## src/rtl/motion_frame_ctrl.sv

```systemverilog
// Frame-level controller for the motion-detection pipeline: shadows host config at
// input frame start, ping-pongs the reference buffer and reports per-frame results.
module motion_frame_ctrl #(
    parameter int          IMG_HDISP    = 640,
    parameter int          IMG_VDISP    = 480,
    parameter logic [7:0]  DIFF_THR_DEF = 8'd80,
    parameter logic [18:0] ALARM_DEF    = 19'd1000
) (
    input  logic        sys_clk,
    input  logic        sys_rst,
    input  logic        cfg_enable,
    input  logic        cfg_wr_en,
    input  logic [7:0]  cfg_threshold,
    input  logic [18:0] cfg_alarm_level,
    input  logic        cfg_bypass_erode,
    input  logic        cfg_bypass_dilate,
    input  logic        per_frame_vsync,
    input  logic        per_frame_href,
    input  logic        per_frame_clken,
    input  logic        post_frame_vsync,
    input  logic        post_frame_href,
    input  logic        post_frame_clken,
    input  logic        post_img_Bit,
    output logic [7:0]  diff_threshold,
    output logic        erode_bypass,
    output logic        dilate_bypass,
    output logic        ref_sel,
    output logic        busy,
    output logic        frame_done,
    output logic [15:0] frame_cnt,
    output logic [18:0] motion_cnt,
    output logic        motion_alarm,
    output logic        frame_err,
    output logic        overrun
);
    typedef enum logic [2:0] {IDLE, WAIT_VS, ACTIVE, DRAIN, REPORT} state_t;

    localparam logic [10:0] CNT_MAX = '1;
    localparam logic [18:0] MOT_MAX = '1;
    localparam logic [10:0] HDISP_C = 11'(IMG_HDISP);
    localparam logic [10:0] VDISP_C = 11'(IMG_VDISP);

    state_t state_q, state_d;

    logic inVsD1_q, outVsD1_q, inHrefD1_q;
    logic inRise, inFall, outFall, hrefFall;
    logic loadCfg, geomEn, motionEn, latchGeom, reportEn, overrunSet;

    logic [7:0]  pendThr_q, pendThr_d, actThr_q, actThr_d;
    logic [18:0] pendAlarm_q, pendAlarm_d, actAlarm_q, actAlarm_d;
    logic        pendBypE_q, pendBypE_d, pendBypD_q, pendBypD_d;
    logic        actBypE_q, actBypE_d, actBypD_q, actBypD_d;
    logic [10:0] pixCnt_q, pixCnt_d, lineCnt_q, lineCnt_d;
    logic        lineErr_q, lineErr_d, geomErr_q, geomErr_d;
    logic [18:0] motionAcc_q, motionAcc_d, motionCnt_q, motionCnt_d;
    logic        busy_q, busy_d, frameDone_q, frameDone_d;
    logic        alarm_q, alarm_d, frameErr_q, frameErr_d;
    logic        overrun_q, overrun_d, refSel_q, refSel_d;
    logic [15:0] frameCnt_q, frameCnt_d;

    assign inRise   = per_frame_vsync & ~inVsD1_q;
    assign inFall   = ~per_frame_vsync & inVsD1_q;
    assign outFall  = ~post_frame_vsync & outVsD1_q;
    assign hrefFall = ~per_frame_href & inHrefD1_q;

    always_ff @(posedge sys_clk) begin
        if (sys_rst) state_q <= IDLE;
        else         state_q <= state_d;
    end

    always_comb begin
        state_d = state_q;
        case (state_q)
            IDLE:    if (cfg_enable) state_d = WAIT_VS;
            WAIT_VS: begin
                if (!cfg_enable)  state_d = IDLE;
                else if (inRise)  state_d = ACTIVE;
            end
            ACTIVE:  if (inFall)  state_d = DRAIN;
            DRAIN:   if (outFall) state_d = REPORT;
            REPORT:  state_d = cfg_enable ? WAIT_VS : IDLE;
            default: state_d = IDLE;
        endcase
    end

    always_comb begin
        loadCfg    = (state_q == WAIT_VS) && cfg_enable && inRise;
        geomEn     = (state_q == ACTIVE);
        motionEn   = (state_q == ACTIVE) || (state_q == DRAIN);
        latchGeom  = (state_q == ACTIVE) && inFall;
        reportEn   = (state_q == REPORT);
        overrunSet = (state_q == DRAIN) && inRise;
    end

    // The active set is taken from the pending _d values so a write in the very
    // cycle of the frame-start edge already applies to that frame.
    always_comb begin
        pendThr_d   = pendThr_q;
        pendAlarm_d = pendAlarm_q;
        pendBypE_d  = pendBypE_q;
        pendBypD_d  = pendBypD_q;
        actThr_d    = actThr_q;
        actAlarm_d  = actAlarm_q;
        actBypE_d   = actBypE_q;
        actBypD_d   = actBypD_q;
        pixCnt_d    = pixCnt_q;
        lineCnt_d   = lineCnt_q;
        lineErr_d   = lineErr_q;
        geomErr_d   = geomErr_q;
        motionAcc_d = motionAcc_q;
        motionCnt_d = motionCnt_q;
        alarm_d     = alarm_q;
        frameErr_d  = frameErr_q;
        frameCnt_d  = frameCnt_q;
        refSel_d    = refSel_q;
        overrun_d   = overrun_q;
        frameDone_d = 1'b0;
        busy_d      = (state_q == ACTIVE) || (state_q == DRAIN);

        if (cfg_wr_en) begin
            pendThr_d   = cfg_threshold;
            pendAlarm_d = cfg_alarm_level;
            pendBypE_d  = cfg_bypass_erode;
            pendBypD_d  = cfg_bypass_dilate;
            overrun_d   = 1'b0;
        end
        if (overrunSet) overrun_d = 1'b1;

        if (loadCfg) begin
            actThr_d    = pendThr_d;
            actAlarm_d  = pendAlarm_d;
            actBypE_d   = pendBypE_d;
            actBypD_d   = pendBypD_d;
            pixCnt_d    = '0;
            lineCnt_d   = '0;
            lineErr_d   = 1'b0;
            geomErr_d   = 1'b0;
            motionAcc_d = '0;
        end

        if (geomEn) begin
            if (hrefFall) begin
                pixCnt_d = '0;
                if (pixCnt_q != HDISP_C) lineErr_d = 1'b1;
                if (lineCnt_q != CNT_MAX) lineCnt_d = lineCnt_q + 11'd1;
            end else if (per_frame_href && per_frame_clken && (pixCnt_q != CNT_MAX)) begin
                pixCnt_d = pixCnt_q + 11'd1;
            end
        end
        if (latchGeom) geomErr_d = lineErr_d || (lineCnt_d != VDISP_C);

        if (motionEn && post_frame_href && post_frame_clken && post_img_Bit
            && (motionAcc_q != MOT_MAX)) begin
            motionAcc_d = motionAcc_q + 19'd1;
        end

        if (reportEn) begin
            frameDone_d = 1'b1;
            motionCnt_d = motionAcc_q;
            alarm_d     = (motionAcc_q >= actAlarm_q);
            frameErr_d  = geomErr_q;
            frameCnt_d  = frameCnt_q + 16'd1;
            refSel_d    = ~refSel_q;
        end
    end

    always_ff @(posedge sys_clk) begin
        if (sys_rst) begin
            inVsD1_q    <= 1'b0;
            outVsD1_q   <= 1'b0;
            inHrefD1_q  <= 1'b0;
            pendThr_q   <= DIFF_THR_DEF;
            pendAlarm_q <= ALARM_DEF;
            pendBypE_q  <= 1'b0;
            pendBypD_q  <= 1'b0;
            actThr_q    <= DIFF_THR_DEF;
            actAlarm_q  <= ALARM_DEF;
            actBypE_q   <= 1'b0;
            actBypD_q   <= 1'b0;
            pixCnt_q    <= '0;
            lineCnt_q   <= '0;
            lineErr_q   <= 1'b0;
            geomErr_q   <= 1'b0;
            motionAcc_q <= '0;
            motionCnt_q <= '0;
            alarm_q     <= 1'b0;
            frameErr_q  <= 1'b0;
            frameCnt_q  <= '0;
            refSel_q    <= 1'b0;
            overrun_q   <= 1'b0;
            frameDone_q <= 1'b0;
            busy_q      <= 1'b0;
        end else begin
            inVsD1_q    <= per_frame_vsync;
            outVsD1_q   <= post_frame_vsync;
            inHrefD1_q  <= per_frame_href;
            pendThr_q   <= pendThr_d;
            pendAlarm_q <= pendAlarm_d;
            pendBypE_q  <= pendBypE_d;
            pendBypD_q  <= pendBypD_d;
            actThr_q    <= actThr_d;
            actAlarm_q  <= actAlarm_d;
            actBypE_q   <= actBypE_d;
            actBypD_q   <= actBypD_d;
            pixCnt_q    <= pixCnt_d;
            lineCnt_q   <= lineCnt_d;
            lineErr_q   <= lineErr_d;
            geomErr_q   <= geomErr_d;
            motionAcc_q <= motionAcc_d;
            motionCnt_q <= motionCnt_d;
            alarm_q     <= alarm_d;
            frameErr_q  <= frameErr_d;
            frameCnt_q  <= frameCnt_d;
            refSel_q    <= refSel_d;
            overrun_q   <= overrun_d;
            frameDone_q <= frameDone_d;
            busy_q      <= busy_d;
        end
    end

    assign diff_threshold = actThr_q;
    assign erode_bypass   = actBypE_q;
    assign dilate_bypass  = actBypD_q;
    assign ref_sel        = refSel_q;
    assign busy           = busy_q;
    assign frame_done     = frameDone_q;
    assign frame_cnt      = frameCnt_q;
    assign motion_cnt     = motionCnt_q;
    assign motion_alarm   = alarm_q;
    assign frame_err      = frameErr_q;
    assign overrun        = overrun_q;
endmodule

```

## config.mk

```make
export PLATFORM = sky130hd
export DESIGN_NAME = motion_frame_ctrl
export DESIGN_NICKNAME = d
export VERILOG_FILES = /design/src/rtl/motion_frame_ctrl.sv
export SDC_FILE = /design/constraint.sdc
export NUM_CORES = 1
export LEC_CHECK = 0
export CORE_ASPECT_RATIO = 1.75
export CORE_MARGIN = 2
export CORE_UTILIZATION = 59
export CTS_CLUSTER_SIZE = 28
export DETAILED_ROUTE_END_ITERATION = 8
export PLACE_DENSITY = 0.85
export SLEW_MARGIN = 20
export SYNTH_ARGS = -nofsm -noshare
export SYNTH_HDL_FRONTEND = slang
export SYNTH_SLANG_ARGS = --single-unit
```

## constraint.sdc

```tcl
create_clock -name sys_clk -period 4.6 [get_ports sys_clk]
set_input_delay 1.15 -clock sys_clk [delete_from_list [all_inputs] [get_ports sys_clk]]
set_output_delay 1.15 -clock sys_clk [all_outputs]
set_load 0.05 [all_outputs]
```

==> results of run 1 <==
sequential cells by signal (all words and copies together) (netlist names), 3 cells and up:
name            flops
lineCnt_q          11
frame_cnt          16
state_q             3
motion_cnt         19
diff_threshold      8
actAlarm_q         19
motionAcc_q        19
pixCnt_q           11
pendAlarm_q        19
pendThr_q           8
kinds of logic after synthesis:
family | count (synthesis) | synth area share [%]
AO/OA/AOI/OAI | 162 | 15.0
XOR/XNOR | 21 | 2.77
adder cells (fa/ha/maj) | 24 | 4.52
buffers and inverters | 72 | 4.40
flip-flops | 148 | 44.6
multiplexers | 33 | 5.05
AND/OR/NAND/NOR | 336 | 23.7
worst max-delay path: stages:
cell and delay, ns:
clkdlybuf4s50_1 0.51, nor4bb_1 0.61, and2_1 0.24, buf_4 0.42, nor3_2 0.20, o21ai_0 0.25, o31ai_1 0.10
cell usage after synthesis, drive strengths merged, types with 3 or more instances:
master / number
a31oi: 11
a21oi: 58
o21ai: 36
a211oi: 22
o31ai: 3
xnor2: 6
nand4: 14
a21o: 6
and4: 4
nor2: 108
nor3b: 4
clkbuf: 29
and2: 9
buf: 12
mux2i: 29
nand2: 109
xor2: 15
nor3: 6
or2: 5
o211ai: 9
dfxtp: 148
and3: 9
nand3: 25
mux2: 4
ha: 24
nand3b: 6
nor4: 4
or4: 3
inv: 31
or3: 10
nor2b: 7
nand2b: 5
layer usage:
metal / part of all wire [%] / vias to the layer above / global-route usage (%) / wire (um)
li1: - / 2924 / - / -
met1: 38 / 2828 / 27.8 / 5960
met2: 54 / 201 / 50.3 / 8640
met3: 4.4 / 47 / 5.59 / 701
met4: 3.6 / 0 / 12.6 / 568
met5: 0 / - / 0 / 0
final timing paths:
check	depth (start not counted)	to	start	slack, ns
setup reg to reg	6	geomErr_q	lineCnt_q[5]	2.09
hold reg to reg	2	motion_cnt[9]	motion_cnt[9]	0.45
setup / recovery	7	motionAcc_q[8]	cfg_enable	1.38
hold / removal	2	motion_cnt[9]	motion_cnt[9]	0.45
power breakdown:
part	switching [mW]	internal (mW)	total, mW
Clock	0.532	0.851	1.38
Combinational	0.0969	0.0744	0.171
Sequential	0.0136	1.31	1.32
Total	0.643	2.24	2.88
cell type report:
type                    count  area, um2  share of cell area, %
repair buffers             96        951                   11.6
clock inverters            12        158                   1.93
flip-flops and latches    148       2960                   36.2
multi-input cells         576       3400                   41.5
clock buffers              19        433                   5.29
inverters                  31        116                   1.42
well taps                 132        165                   2.02
per-stage QoR:
step	std cells	area (um2)	util (%)	hold slack (ns)	worst slack, ns
detailed placement	982	7570	68.6	0.445	0.969
finish	1014	8180	74.1	0.453	1.38
floorplan	796	6650	-	0.438	1.99
global placement	982	7570	68.6	0.441	1.09
CTS	1013	8160	73.9	0.453	1.36
global route	1014	8180	74.1	0.470	1.22
==> summary.txt, run 1 <==
STA
  • Setup TNS: 0 ns
  • Worst slew pin tran: 0.893 ns
  • RSZ-0062 raised after global routing: false
  • Fin. max-slew vios: 0
  • Hold Fails Final Rpt: 0
  • Final min period: 3.22 ns
  • Clock skew: 0.00498 ns
  • Period utilization: 70.1%
  • Slew headroom: 40.5%
  • Max Fclk: 310 MHz
  • Final setup fails: 0

Routing
  • Pre-antenna DRT Iters: 5
  • Avg WL per Cell: 15.6 um
  • Vias: 6000
  • # DRC: 0
  • Initial DRC count: 392
  • Post-Route WL: 15.9 mm
  • Via density: 5.92
  • Antenna Nets Post-Route: 0

Logic synthesis
  • Synth top area cells: dfxtp_1 45%, nand2_1 6.2%, nor2_1 6.1%, ha_1 4.5%, a21oi_1 4.4%
  • Top-area cell type share of the netlist area: 44.6%
  • Synthesized area: 0.00665 mm2
  • FFs w/ async S/R, synth: 0%
  • Ys flop type: dfxtp_1
  • Warning count from the yosys run: 0
  • Avg Inst Size Synth: 8.35 um2
  • Post-synth top area cell: dfxtp_1
  • Post-synth net total: 860
  • Post-synth EDFFs: 0
  • Yosys cell types: 59
  • #FFs+latches synth: 148
  • Seq/Total Area, Yosys: 44.6%
  • Gate Count Post-Synth: 796

Placement
  • Placer Congestion: 0.866
  • Dpl hpwl: 11.0 mm
  • IO buf count: 90

Floorplan
  • I/O pin cnt: 91
  • Die Wd: 84.2 um
  • Die Span Y: 144 um
  • Initial core utilization: 60.2%
  • Core region area: 0.0110 mm2
  • Die area: 0.0122 mm2
  • Rows: 51

Cells and area
  • Most common cell after layout, fill and taps aside: dfxtp_1
  • Nets: 934
  • Filler cell count: 801
  • Diode count: 0
  • Share of cells above drive strength 1: 5.67%
  • Area Overhead vs Synth: 23.1%
  • Leading cell types in the layout, fill and taps excluded: 148 x dfxtp_1, 109 x nand2_1, 108 x nor2_1

Flow run
  • Max_cap viols: 0

Global routing
  • Largest net degree at the start of global routing: 112
  • Congestion Overflow GR: 0
  • Tot GR Track Use: 26.7%
  • Initial antenna violation count: 0
  • Vias in the first global route: 5885
  • Global-route wire length before repair: 26.4 mm

Clock tree
  • Setup Fix Bufs, Post-CTS: 0
  • PostCTS Resize Cnt: 0
  • Hold buffers post-CTS: 0
  • Root buffer cell: clkbuf_16
  • CTS sink cnt: 148
  • Clk buf depth: 2
  • CTS tree: done
  • Total CTS buffers: 17
  • Clk_lat worst skew: 0.42 ns
  • H-tree depth: 4
  • Clk pin slew, worst setup/hold paths: 0.06 ns

Power
  • Worst vdd ir: 0.000329 V
  • Leak Pwr: 3.10 nW
  • Overall Power: 2.88 mW
  • Total power per unit cell area: 352 mW/mm2

Run status
  • Status: finished, final reports clean

Worst setup path
  • CP startpoint kind: primary input
  • CP arrival: 3.51 ns
  • CP endpoint kind: flip-flop
  • Critical path class: primary input to flip-flop
  • CP required: 4.88 ns
  • Worst-path fanout max: 48

Worst hold path
  • Tightest Hold Check Type: flip-flop to flip-flop
No activity file was read; power rests on OpenSTA's default activity.
==> run 2, diff against run 1 <==
Settings changed: CORE_UTILIZATION 59 to 50, PLACE_DENSITY 0.85 to 0.77.
Clock period 4.6 ns to 2.9 ns, I/O delays scaled along.
==> summary.txt, run 2 (synthesized netlist as in run 1, its figures left out) <==
Floorplan
  • Initial core utilization: 51.4% (was 60.2%)
  • Die Wd: 91.2 um (was 84.2 um)
  • Die area: 0.0143 mm2 (was 0.0122 mm2)
  • Die Span Y: 157 um (was 144 um)
  • I/O pin cnt: 91 (unchanged)
  • Rows: 55 (was 51)
  • Core region area: 0.0129 mm2 (was 0.0110 mm2)

Worst setup path
  • CP required: 2.17 ns (was 4.88 ns)
  • Largest delay share family, worst path: buffers and inverters (was simple AND/OR/NAND/NOR gates)
  • Critical path class: flip-flop to output pin (was primary input to flip-flop)
  • Worst-path fanout max: 5 (was 48)
  • Worst Path Buf+Inv: 1 (was 2)
  • CP startpoint kind: flip-flop (was primary input)
  • CP endpoint kind: output pin (was flip-flop)
  • Crit-path slowest cell: clkdlybuf4s50_1 (was nor4bb_1)
  • CP arrival: 1.70 ns (was 3.51 ns)
  • CP peak stage delay: 0.85 ns (was 0.61 ns)
  • Cell breakdown of the critical path: clkdlybuf4s50_1 (was clkdlybuf4s50_1, nor4bb_1, and2_1, buf_4, nor3_2, o21ai_0, o31ai_1)

STA
  • Fin. max-slew vios: 0 (unchanged)
  • RSZ-0062 raised after global routing: false (unchanged)
  • Worst slew pin tran: 0.733 ns (was 0.893 ns)
  • Hold Fails Final Rpt: 0 (unchanged)
  • Period utilization: 83.7%
  • Clock skew: 0.00679 ns (was 0.00498 ns)
  • Max Fclk: 412 MHz
  • Slew headroom: 51.1% (was 40.5%)
  • Final setup fails: 0 (unchanged)
  • Setup TNS: 0 ns (unchanged)
  • Final min period: 2.43 ns
  • Worst setup margin: 0.472 ns (was 1.38 ns)

Cells and area
  • Area of the multi-input gates: 0.00340 mm2 (about the same)
  • Diode count: 0 (unchanged)
  • Leading cell types in the layout, fill and taps excluded: 148 x dfxtp_1, 109 x nand2_1, 108 x nor2_1 (unchanged)
  • Most common cell after layout, fill and taps aside: dfxtp_1 (unchanged)
  • Nets: 947 (was 934)
  • Final cell count without fillers: 1067 (was 1014)
  • Share of cells above drive strength 1: 7.25% (was 5.67%)
  • Filler cell count: 1150 (was 801)
  • Area Overhead vs Synth: 26.1% (was 23.1%)
  • Reg area: 0.00296 mm2 (unchanged)

Clock tree
  • Total CTS buffers: 17 (unchanged)
  • Clk pin slew, worst setup/hold paths: 0.06 ns (about the same)
  • Hold buffers post-CTS: 0 (unchanged)
  • PostCTS Resize Cnt: 0 (unchanged)
  • H-tree depth: 4 (unchanged)
  • CTS sink cnt: 148 (unchanged)
  • Root buffer cell: clkbuf_16 (unchanged)
  • Clk_lat worst skew: 0.43 ns (was 0.42 ns)
  • Setup Fix Bufs, Post-CTS: 0 (unchanged)
  • CTS tree: done (unchanged)
  • Clk buf depth: 2 (unchanged)

Global routing
  • Global-route wire length before repair: 26.2 mm (was 26.4 mm)
  • Congestion Overflow GR: 0 (unchanged)
  • Initial antenna violation count: 0 (unchanged)
  • Tot GR Track Use: 22.9% (was 26.7%)
  • Largest net degree at the start of global routing: 67 (was 112)
  • Vias in the first global route: 5670 (was 5885)

Routing
  • # DRC: 0 (unchanged)
  • Pre-antenna DRT Iters: 5 (unchanged)
  • Avg WL per Cell: 14.8 um (was 15.6 um)
  • Via density: 5.46 (was 5.92)
  • Post-Route WL: 15.8 mm (was 15.9 mm)
  • Vias: 5828 (was 6000)
  • Initial DRC count: 308 (was 392)
  • Antenna Nets Post-Route: 0 (unchanged)

Placement
  • Placed insts: 1035 (was 982)
  • Placer Congestion: 0.913 (was 0.866)
  • Dpl hpwl: 11.1 mm (was 11.0 mm)
  • IO buf count: 90 (unchanged)
  • Pre-CTS WS: 0.109 ns (was 0.969 ns)

Power
  • Combinational share of power: 5.9% (was 6.0%)
  • Portion of total power attributed to the clock network: 49.7% (was 48.1%)
  • Cell internal pwr: 3.66 mW (was 2.24 mW)
  • Reg power frac: 44.4% (was 46.0%)
  • Leak Pwr: 3.19 nW (was 3.10 nW)
  • Worst vdd ir: 0.000368 V (was 0.000329 V)
  • Switching portion of total power: 22.6% (was 22.3%)
  • Switching Power: 1.07 mW (was 0.643 mW)
  • Total power per unit cell area: 564 mW/mm2 (was 352 mW/mm2)

Flow run
  • Max_cap viols: 0 (unchanged)

Worst hold path
  • Tightest Hold Check Type: flip-flop to flip-flop (unchanged)

Run status
  • Status: finished, final reports clean (unchanged)
run 2: metal layers:
metal | global-route usage [%] | wire length, um
met1 | 23.6 | 6030
met4 | 10.1 | 444
met3 | 3.90 | 521
met2 | 44.3 | 8780
met5 | 0 | 0
run 2: path summary, 6_finish.rpt:
check                                    from            end  slack, ns  cells after the start
worst min-delay path            motion_cnt[5]  motion_cnt[5]       0.45                      2
worst max register to register   lineCnt_q[0]      geomErr_q       0.50                      7
worst min register to register  motion_cnt[5]  motion_cnt[5]       0.45                      2
worst max-delay path             frame_cnt[0]   frame_cnt[0]       0.47                      1
run 2: cell type report:
class                   count  share of cell area (%)
clock inverters            13                    2.36
repair buffers            109                    12.7
inverters                  31                    1.39
multi-input cells         576                    40.5
clock buffers              19                    5.16
flip-flops and latches    148                    35.3
well taps                 171                    2.55
run 2: power groups by stage:
stage | clock, mW | combinational [mW] | sequential [mW]
after detailed placement | 0 | 0.281 | 2.14
after floorplan | 0 | 0.153 | 2.15
final | 2.35 | 0.280 | 2.10
after global routing | 2.46 | 0.308 | 2.10
after CTS | 2.38 | 0.284 | 2.10
after global placement | 0 | 0.278 | 2.14
run 2: per-stage QoR:
step	hold WS [ns]	power [mW]	util [%]	area, um2
final	0.450	4.73	64.8	8380
after global routing	0.468	4.87	64.8	8380
after CTS	0.454	4.76	64.8	8380
after detailed placement	0.445	2.42	59.9	7750
after global placement	0.442	2.42	59.9	7750
after floorplan	0.438	2.31	-	6650
